--- src/rtl/pwm_duty_loader_if.sv ---
// Write-side bus for pwm_duty_loader: per-channel (chan, ton, oe) updates from
// the CPU register side, using a valid/ready handshake.
interface pwm_duty_loader_if #(
    parameter int CHAN_W    = 5,
    parameter int TON_WIDTH = 10
) ();
    logic                 wr_valid;
    logic                 wr_ready;
    logic [CHAN_W-1:0]    wr_chan;
    logic [TON_WIDTH-1:0] wr_ton;
    logic                 wr_oe;

    modport master (
        output wr_valid,
        output wr_chan,
        output wr_ton,
        output wr_oe,
        input  wr_ready
    );

    modport slave (
        input  wr_valid,
        input  wr_chan,
        input  wr_ton,
        input  wr_oe,
        output wr_ready
    );
endinterface

--- src/rtl/pwm_duty_loader.sv ---
// Update FIFO and replay sequencer feeding the multi-PWM bank: one queued
// channel update every 3 cycles, optionally gated to a PWM period boundary.
//
// state    | meaning
// ---------+-----------------------------------------------------------
// S_IDLE   | waiting for a queued entry and drain permission
// S_SETUP  | drive ton_out and oe_out for the popped entry
// S_STROBE | raise the channel latch (registered, seen next cycle)
// S_HOLD   | latch low, ton held; pop next entry or return to idle
module pwm_duty_loader #(
    parameter int NB_CHAN    = 24,
    parameter int TON_WIDTH  = 10,
    parameter int CHAN_W     = 5,
    parameter int FIFO_DEPTH = 8
) (
    input  logic                 clk,
    input  logic                 reset_n,
    pwm_duty_loader_if.slave     wr,
    input  logic                 sync_en,
    input  logic                 period_start,
    input  logic                 err_clr,
    output logic [TON_WIDTH-1:0] ton_out,
    output logic [NB_CHAN-1:0]   latch_out,
    output logic [NB_CHAN-1:0]   oe_out,
    output logic                 busy,
    output logic                 overflow_err,
    output logic                 bad_chan_err
);

    localparam int AW = $clog2(FIFO_DEPTH);
    localparam logic [AW:0]   CNT_ONE   = (AW+1)'(1);
    localparam logic [AW:0]   CNT_FULL  = (AW+1)'(FIFO_DEPTH);
    localparam logic [AW-1:0] PTR_ONE   = AW'(1);
    localparam logic [31:0]   NB_CHAN_C = 32'(NB_CHAN);

    typedef enum logic [1:0] {
        S_IDLE   = 2'd0,
        S_SETUP  = 2'd1,
        S_STROBE = 2'd2,
        S_HOLD   = 2'd3
    } state_t;

    typedef struct packed {
        logic [CHAN_W-1:0]    chan;
        logic [TON_WIDTH-1:0] ton;
        logic                 oe;
    } entry_t;

    state_t               state_q, state_d;
    entry_t               mem_q [FIFO_DEPTH];
    entry_t               mem_d [FIFO_DEPTH];
    logic [AW-1:0]        wr_ptr_q, wr_ptr_d;
    logic [AW-1:0]        rd_ptr_q, rd_ptr_d;
    logic [AW:0]          count_q, count_d;
    entry_t               cur_q, cur_d;
    logic [TON_WIDTH-1:0] ton_q, ton_d;
    logic [NB_CHAN-1:0]   latch_q, latch_d;
    logic [NB_CHAN-1:0]   oe_q, oe_d;
    logic                 armed_q, armed_d;
    logic                 ovf_q, ovf_d;
    logic                 bad_q, bad_d;

    logic full;
    logic empty;
    logic allow;
    logic push;
    logic pop;
    logic decide;
    logic cur_valid;

    // Readiness depends only on the registered fill level, never on a same-cycle pop.
    assign full      = (count_q == CNT_FULL);
    assign empty     = (count_q == '0);
    assign allow     = !sync_en || armed_q;
    assign push      = wr.wr_valid && !full;
    assign cur_valid = (32'(cur_q.chan) < NB_CHAN_C);

    assign wr.wr_ready  = !full;
    assign ton_out      = ton_q;
    assign latch_out    = latch_q;
    assign oe_out       = oe_q;
    assign busy         = (state_q != S_IDLE) || !empty;
    assign overflow_err = ovf_q;
    assign bad_chan_err = bad_q;

    always_comb begin
        state_d = state_q;
        pop     = 1'b0;
        decide  = 1'b0;
        case (state_q)
            S_IDLE: begin
                decide = 1'b1;
                if (!empty && allow) begin
                    pop     = 1'b1;
                    state_d = S_SETUP;
                end
            end
            S_SETUP:  state_d = S_STROBE;
            S_STROBE: state_d = S_HOLD;
            S_HOLD: begin
                decide = 1'b1;
                if (!empty && allow) begin
                    pop     = 1'b1;
                    state_d = S_SETUP;
                end else begin
                    state_d = S_IDLE;
                end
            end
            default: state_d = S_IDLE;
        endcase
    end

    always_comb begin
        mem_d    = mem_q;
        wr_ptr_d = wr_ptr_q;
        rd_ptr_d = rd_ptr_q;
        count_d  = count_q;
        if (push) begin
            mem_d[wr_ptr_q] = '{chan: wr.wr_chan, ton: wr.wr_ton, oe: wr.wr_oe};
            wr_ptr_d        = wr_ptr_q + PTR_ONE;
        end
        if (pop) begin
            rd_ptr_d = rd_ptr_q + PTR_ONE;
        end
        case ({push, pop})
            2'b10:   count_d = count_q + CNT_ONE;
            2'b01:   count_d = count_q - CNT_ONE;
            default: count_d = count_q;
        endcase
    end

    always_comb begin
        cur_d   = pop ? mem_q[rd_ptr_q] : cur_q;
        ton_d   = ton_q;
        oe_d    = oe_q;
        latch_d = '0;
        bad_d   = bad_q;
        ovf_d   = ovf_q;
        armed_d = armed_q;

        if (state_q == S_SETUP) begin
            ton_d = cur_q.ton;
            for (int i = 0; i < NB_CHAN; i++) begin
                if (cur_valid && (cur_q.chan == CHAN_W'(i))) begin
                    oe_d[i] = cur_q.oe;
                end
            end
        end

        // Out-of-range channels are consumed silently apart from the sticky flag.
        if (state_q == S_STROBE) begin
            if (cur_valid) begin
                for (int i = 0; i < NB_CHAN; i++) begin
                    latch_d[i] = (cur_q.chan == CHAN_W'(i));
                end
            end else begin
                bad_d = 1'b1;
            end
        end

        if (wr.wr_valid && full) begin
            ovf_d = 1'b1;
        end
        if (err_clr) begin
            ovf_d = 1'b0;
            bad_d = 1'b0;
        end

        // A period boundary re-arms even if the queue ran dry that same cycle.
        if (decide && empty) begin
            armed_d = 1'b0;
        end
        if (sync_en && period_start) begin
            armed_d = 1'b1;
        end
    end

    always_ff @(posedge clk or negedge reset_n) begin
        if (!reset_n) begin
            state_q  <= S_IDLE;
            for (int i = 0; i < FIFO_DEPTH; i++) begin
                mem_q[i] <= '0;
            end
            wr_ptr_q <= '0;
            rd_ptr_q <= '0;
            count_q  <= '0;
            cur_q    <= '0;
            ton_q    <= '0;
            latch_q  <= '0;
            oe_q     <= '0;
            armed_q  <= 1'b0;
            ovf_q    <= 1'b0;
            bad_q    <= 1'b0;
        end else begin
            state_q  <= state_d;
            mem_q    <= mem_d;
            wr_ptr_q <= wr_ptr_d;
            rd_ptr_q <= rd_ptr_d;
            count_q  <= count_d;
            cur_q    <= cur_d;
            ton_q    <= ton_d;
            latch_q  <= latch_d;
            oe_q     <= oe_d;
            armed_q  <= armed_d;
            ovf_q    <= ovf_d;
            bad_q    <= bad_d;
        end
    end

endmodule

--- src/flat_wrapper.sv ---
// flat-port wrapper written by rule: the top's interface ports become plain ports
module pwm_duty_loader_flat 
#(
    parameter int NB_CHAN    = 24,
    parameter int TON_WIDTH  = 10,
    parameter int CHAN_W     = 5,
    parameter int FIFO_DEPTH = 8
)
  (clk, reset_n, sync_en, period_start, err_clr, ton_out, latch_out, oe_out, busy, overflow_err, bad_chan_err, wr_wr_valid, wr_wr_chan, wr_wr_ton, wr_wr_oe, wr_wr_ready);
  pwm_duty_loader_if #(.CHAN_W(CHAN_W), .TON_WIDTH(TON_WIDTH)) wr_i ();
  input  logic clk;
  input  logic reset_n;
  input  logic sync_en;
  input  logic period_start;
  input  logic err_clr;
  output logic [TON_WIDTH-1:0] ton_out;
  output logic [NB_CHAN-1:0] latch_out;
  output logic [NB_CHAN-1:0] oe_out;
  output logic busy;
  output logic overflow_err;
  output logic bad_chan_err;
  input wire logic [$bits(wr_i.wr_valid)-1:0] wr_wr_valid;
  input wire logic [$bits(wr_i.wr_chan)-1:0] wr_wr_chan;
  input wire logic [$bits(wr_i.wr_ton)-1:0] wr_wr_ton;
  input wire logic [$bits(wr_i.wr_oe)-1:0] wr_wr_oe;
  output wire logic [$bits(wr_i.wr_ready)-1:0] wr_wr_ready;
  assign wr_i.wr_valid = wr_wr_valid;
  assign wr_i.wr_chan = wr_wr_chan;
  assign wr_i.wr_ton = wr_wr_ton;
  assign wr_i.wr_oe = wr_wr_oe;
  assign wr_wr_ready = wr_i.wr_ready;
  pwm_duty_loader #(.NB_CHAN(NB_CHAN), .TON_WIDTH(TON_WIDTH), .CHAN_W(CHAN_W), .FIFO_DEPTH(FIFO_DEPTH)) u_core (.clk(clk), .reset_n(reset_n), .wr(wr_i), .sync_en(sync_en), .period_start(period_start), .err_clr(err_clr), .ton_out(ton_out), .latch_out(latch_out), .oe_out(oe_out), .busy(busy), .overflow_err(overflow_err), .bad_chan_err(bad_chan_err));
endmodule
--- config.mk ---
export PLATFORM = sky130hd
export DESIGN_NAME = pwm_duty_loader_flat
export DESIGN_NICKNAME = d
export VERILOG_FILES = /design/src/rtl/pwm_duty_loader_if.sv /design/src/rtl/pwm_duty_loader.sv /design/src/flat_wrapper.sv
export SDC_FILE = /design/constraint.sdc
export NUM_CORES = 1
export LEC_CHECK = 0
export CAP_MARGIN = 20
export CORE_MARGIN = 3
export CORE_UTILIZATION = 35
export CTS_CLUSTER_SIZE = 14
export DETAILED_ROUTE_END_ITERATION = 8
export GPL_TIMING_DRIVEN = 0
export PLACE_DENSITY = 0.64
export REMOVE_ABC_BUFFERS = 1
export SLEW_MARGIN = 20
export SYNTH_ARGS = -nofsm -noshare
export SYNTH_HDL_FRONTEND = slang
export SYNTH_SLANG_ARGS = --single-unit
--- constraint.sdc ---
create_clock -name clk -period 3.3 [get_ports clk]
set_clock_uncertainty 0.15 [all_clocks]
set_input_delay 0.66 -clock clk [delete_from_list [all_inputs] [get_ports clk]]
set_output_delay 0.66 -clock clk [all_outputs]
set_load 0.05 [all_outputs]
# Yosys cells after proc, flatten, opt, wreduce, memory -nomap -nowiden
# Index checks and enable logic that the tools add are counted.
# Widths: inputs -> output; s select.
# classes
add_sub_neg,4
n_lt_le_gt_ge,4
n_eq_ne,31
muxes,22
bitwise,2
n_reduce_logical,69
# ops
cell,n
$bwmux 128,1
$reduce_and 2->1,25
$bmux 16 s3,1
$demux 16 s3,1
$mux 16,3
$mux 24,2
$eq 5x4->1 const B,8
$eq 5x5->1 const B,8
$logic_and 1x1->1,30
$eq 5x3->1 const B,4
$mux 1,11
$eq 5x2->1 const B,2
$reduce_bool 2->1,5
$ge 4x4->1 const B,2
$not 3->4,2
$pmux 2 s4,1
$pmux 4 s2,1
$add 3x1->3 const B,2
$eq 2x2->1 const B,3
$eq 5x1->1 const B,1
$logic_not 5->1,1
$lt 5x5->1 const B,1
$add 4x1->4 const B,1
$eq 2x1->1 const B,2
11 further kinds,14
# word_totals
regBits,217
input_bits,22
output_inout_bits,62
elab_cells,192

# Logic depth before layout (Yosys ltp)
# Gate-level depths: netlist of the first run.
# depth
word_depth,7
depth_mapped,12
depth_no_buf,11

# Worst setup path after synthesis of the first run
# Ideal clock, no wire load.
# synth_timing
path_kind,register to register
from,reg u_core.count_q[1]
to,reg u_core.count_q[2]
setup_ps,125
arrival_time_ps,2540
required_time_ps,3025
setup_slack_ps,484
stages_incl_launch_ff,13
n_path_buf,2
synth_period_minus_slack_ps,2816
path_cell_list,dfrtp_1 > or4b_1 > buf_2 > and2_4 > buf_6 > inv_1 > ha_1 > xor2_1 > ha_1 > a21oi_1 > xor2_1 > nor2_1 > xor2_1
# synth_via
word_cells_on_any_way,14
cone_classes,2 x add/sub; 3 x eq/ne; 3 x mux; 6 x reduce/logical
# synth_rtl
item,line_no,source
from (decl),pwm_duty_loader.sv:54,"logic [AW:0] count_q, count_d;"
from (signal assigned),pwm_duty_loader.sv:199,count_q <= count_d;
$eq 4x4->1 *,pwm_duty_loader.sv:72,assign full = (count_q == CNT_FULL);
$logic_not 1->1 *,n/a,
net wr_wr_ready,flat_wrapper.sv:26,output wire logic [$bits(wr_i.wr_ready)-1:0] wr_wr_ready;
$logic_and 1x1->1 *,pwm_duty_loader.sv:75,assign push = wr.wr_valid && !full;
$eq 2x1->1 / $eq 2x2->1 (equally long branches),pwm_duty_loader.sv:125,"case ({push, pop})"
$pmux 4 s2 / $reduce_bool 2->1 (equally long branches),n/a,
# The timed path passes the listed nets; every way through them passes the cells marked *.
# A chain may end at the register's enable or synchronous reset.

# Final worst setup path of the first run
# layout_timing
from,reg u_core.count_q[2]
to,out busy
# layout_via
elab_chain_len,3
# layout_lines
item,line_no,source
$logic_not 4->1,pwm_duty_loader.sv:73,assign empty = (count_q == '0);
$logic_not 1->1,pwm_duty_loader.sv:82,assign busy = (state_q != S_IDLE) || !empty;
$logic_or 1x1->1,pwm_duty_loader.sv:82,
to (decl),flat_wrapper.sv:19,output logic busy;
# No other way between the ends.

==> results of run 1 <==
worst min-delay path, delay by kind of cell (launching register included):
family / cells / cell delay (ns)
AOI/OAI and AO/OA: 1 / 0.06
DFF: 1 / 0.34
and+or+nand+nor: 1 / 0.04
registers in the layout, indices dropped and copies added, names as in the netlist:
name                 count
u_core.mem_q           128
u_core.count_q           4
u_core.rd_ptr_q          3
u_core.oe_out           24
u_core.overflow_err      1
u_core.bad_chan_err      1
u_core.latch_out        24
u_core.wr_ptr_q          3
u_core.armed_q           1
u_core.ton_out          10
u_core.cur_q            16
u_core.state_q           2
worst min-delay path by stage:
stage | slack (ns) | start | cells past startpoint | endpoint
after global placement | 0.31 | u_core.cur_q[6] | 2 | u_core.cur_q[6]
after global routing | 0.34 | u_core.mem_q[47] | 1 | u_core.mem_q[47]
after CTS | 0.34 | u_core.cur_q[5] | 2 | u_core.cur_q[5]
final | 0.33 | u_core.cur_q[3] | 2 | u_core.cur_q[3]
after floorplan | 0.21 | reset_n | 0 | u_core.armed_q
after detailed placement | 0.32 | u_core.cur_q[7] | 2 | u_core.cur_q[7]
cell usage in the layout (no fill, tap or decap), types with 2 or more instances in the layout:
cell type,instances
a21oi_1,3
buf_16,3
buf_8,3
clkbuf_1,5
clkbuf_16,23
clkbuf_8,6
clkdlybuf4s50_1,82
clkinv_2,2
dfrtp_1,214
dfrtp_2,2
ha_1,10
inv_1,5
mux2_1,10
mux2_2,133
mux2_4,20
mux2i_1,17
mux4_2,32
nand2_1,36
nand2b_1,9
nand3_1,6
nand3b_1,4
nand4b_4,2
nor2_1,44
nor2b_1,3
nor3_1,3
nor3b_4,2
nor4bb_1,2
o21ai_0,20
or2_2,2
xnor2_1,4
xor2_1,4
per-stage QoR:
stage                     hold slack (ns)  power, uW  setup TNS, ns
after floorplan                     0.214       8010              0
after global placement              0.314       9340       -1738.65
after detailed placement            0.324       9480         -0.977
after CTS                           0.338      11900              0
after global routing                0.345      12600              0
final                               0.330      11900              0
area by class of cell:
class	instances	area [um^2]
Tap cell	335	419
Timing Repair Buffer	89	958
Fill cell	2390	15000
Multi-Input combinational cell	382	3860
Inverter	5	18.8
Sequential cell	217	5440
Clock inverter	2	10.0
Clock buffer	34	677
power by group through the flow:
stage	registers, uW	clock network, uW	logic, uW
3_5_place_dp	4860	0	4620
4_1_cts	4820	2460	4640
2_1_floorplan	5180	0	2840
6_report	4820	2390	4680
3_3_place_gp	4880	0	4460
5_1_grt	5010	2580	5050
cell families after synthesis:
logic type                 count (synthesis)
AOI/OAI and AO/OA                         26
xor gates and xnor gates                   8
adders and majority gates                 10
buffers and inverters                     43
muxes                                    212
and+or+nand+nor                          125
DFF                                      217
metal layers:
layer	global-route usage [%]	part of all wire, %	vias up
met5	0	0	-
met4	2.89	1.4	0
met3	2.75	5.4	22
met2	20.1	44	120
met1	19.9	49	2725
li1	-	-	2441
repair_timing:
item | CTS | global route
setup endpoints to repair | 4 | 1
hold buffers | 1 | 0
endpoints found under the hold margin | 45 | 0
resized for setup | 2 | 2
pin swaps | 0 | 1
gates cloned | 0 | 1
==> impl_metrics.json, run 1 <==
{
  "status": "finished, final reports clean",
  "vias_per_cell": 4.99,
  "power.internal_uw": 7680,
  "rows": 59,
  "yosys-top-cells-count": "dfrtp_1, mux2_2, nor2_1, nand2_1, mux4_2",
  "grt_pass1_vias": 5343,
  "synth-seq-cells": 217,
  "seq_area_frac_synth_pct": 57.2,
  "synthTopCellsByArea": "dfrtp_1, mux2_2, mux4_2",
  "root_buffer": "clkbuf_16",
  "endpoint": "busy",
  "final_cell_area_um2": 11400,
  "grt_remaining_overflow": 0,
  "grt_pass1_wl_um": 30800,
  "first_pass_iters": 4,
  "timing.rr.start": "u_core.state_q[0]",
  "yosys.area_share.simple_pct": 7.08,
  "core_region_area_um2": 26400,
  "dpl_cell_area_um2": 10700,
  "synth_top_family_by_area": "multiplexers",
  "cp_cell_sequence": "nor4_4 > nand2_1 > clkdlybuf4s50_1",
  "cts_buffer_depth": 3,
  "grt_max_degree": 96,
  "synthAdderAreaFrac_pct": 1.32,
  "vias": 5308,
  "maxSlewViolCount": 0,
  "wire_per_inst_um": 18.7,
  "ys_types": 43,
  "yosysMostFrequentCell": "dfrtp_1",
  "area_growth_pct": 19.9,
  "layout.nets": 750,
  "die_area_um2": 29100,
  "track_usage_pct": 13.3,
  "power.density_nw_per_um2": 1050,
  "htreeDepth": 1,
  "p_sw_uw": 4210,
  "r2r_end": "u_core.count_q[2]",
  "yosys_warnings": 0,
  "rrSetupSlack_ns": 0.22,
  "drt-total-wl_um": 19900,
  "clock_sinks": 217,
  "avgSynthCellArea_um2": 14.8,
  "synth_xor_area_share_pct": 0.738,
  "hold_violations": 0,
  "hold_path.class": "register to register",
  "endpoint_kind": "output port",
  "start_util_pct": 36.0,
  "synth.mux.area_fraction_pct": 29.5,
  "synth_edf_count": 0,
  "rsz0062_at_grt": "no",
  "gp_congestion": 0.700,
  "port_buffers": 83,
  "relSlewSlack_pct": 28.9,
  "maxCapViolCount": 0,
  "antenna_cells": 0,
  "cp_top_family": "buffers and inverters",
  "clkPwrFrac_pct": 20.1,
  "swShare_pct": 35.4,
  "ir_worst_vdd_mv": 0.498,
  "crit_path_start": "u_core.count_q[2]",
  "fin_crit_sh_pct": 96.4,
  "die_w_um": 171,
  "power_frac_seq_pct": 40.5,
  "numCtsBuffers": 23,
  "synth_compound_area_share_pct": 1.48,
  "cp-start-kind": "register",
  "r2r_cells": 11,
  "synth_area_um2": 9490,
  "drive_above_1_share_pct": 32.9,
  "finalSetupViolCount": 0,
  "finalCoreUtilization_pct": 43.2,
  "crit_fanout": 6,
  "yosys.area.top_type": "dfrtp_1",
  "cellLeakagePower_uw": 0.00494,
  "io_pins": 84,
  "finalCriticalPeriod_ns": 3.18,
  "crit_type": "register to output port",
  "antenna_found_initial": 0,
  "clk_latency_ns": 0.50,
  "fin_ws_ns": 0.118,
  "path_depth": 3,
  "instances_no_fill": 1064,
  "max_freq_ghz": 0.314,
  "die_h_um": 171,
  "cts_tree": "yes",
  "first_iter_violations": 314,
  "comb_power_share_pct": 39.4,
  "dpl.hpwl_um": 11700,
  "synthArstFlopShare_pct": 100,
  "dp_cells": 1026,
  "slowest_stage": "clkdlybuf4s50_1",
  "synth_top_area_share_pct": 57.2,
  "ant_nets": 0,
  "place_ws_ns": -0.433,
  "drc": 0,
  "post_cts_buffers": 0,
  "worstPathArrival_ns": 2.37,
  "synthCells": 641,
  "ys.flop_type": "dfrtp_1",
  "cp_num_buf_inv": 1,
  "clkTransAtPathRegs_ns": 0.06,
  "tightestPinTransition_ns": 1.07,
  "slowest_delay_ns": 0.72,
  "crit_required_ns": 2.49
}
(Power assumes the default switching activity.)
==> inputs of run 2 (changes only) <==
--- a/config.mk
+++ b/config.mk
@@ -17,3 +17,4 @@
 export SYNTH_ARGS = -nofsm -noshare
 export SYNTH_HDL_FRONTEND = slang
 export SYNTH_SLANG_ARGS = --single-unit
+export TNS_END_PERCENT = 20
==> results of run 2 <==
The final DEF is identical to that of run 1; final timing and power are the same.
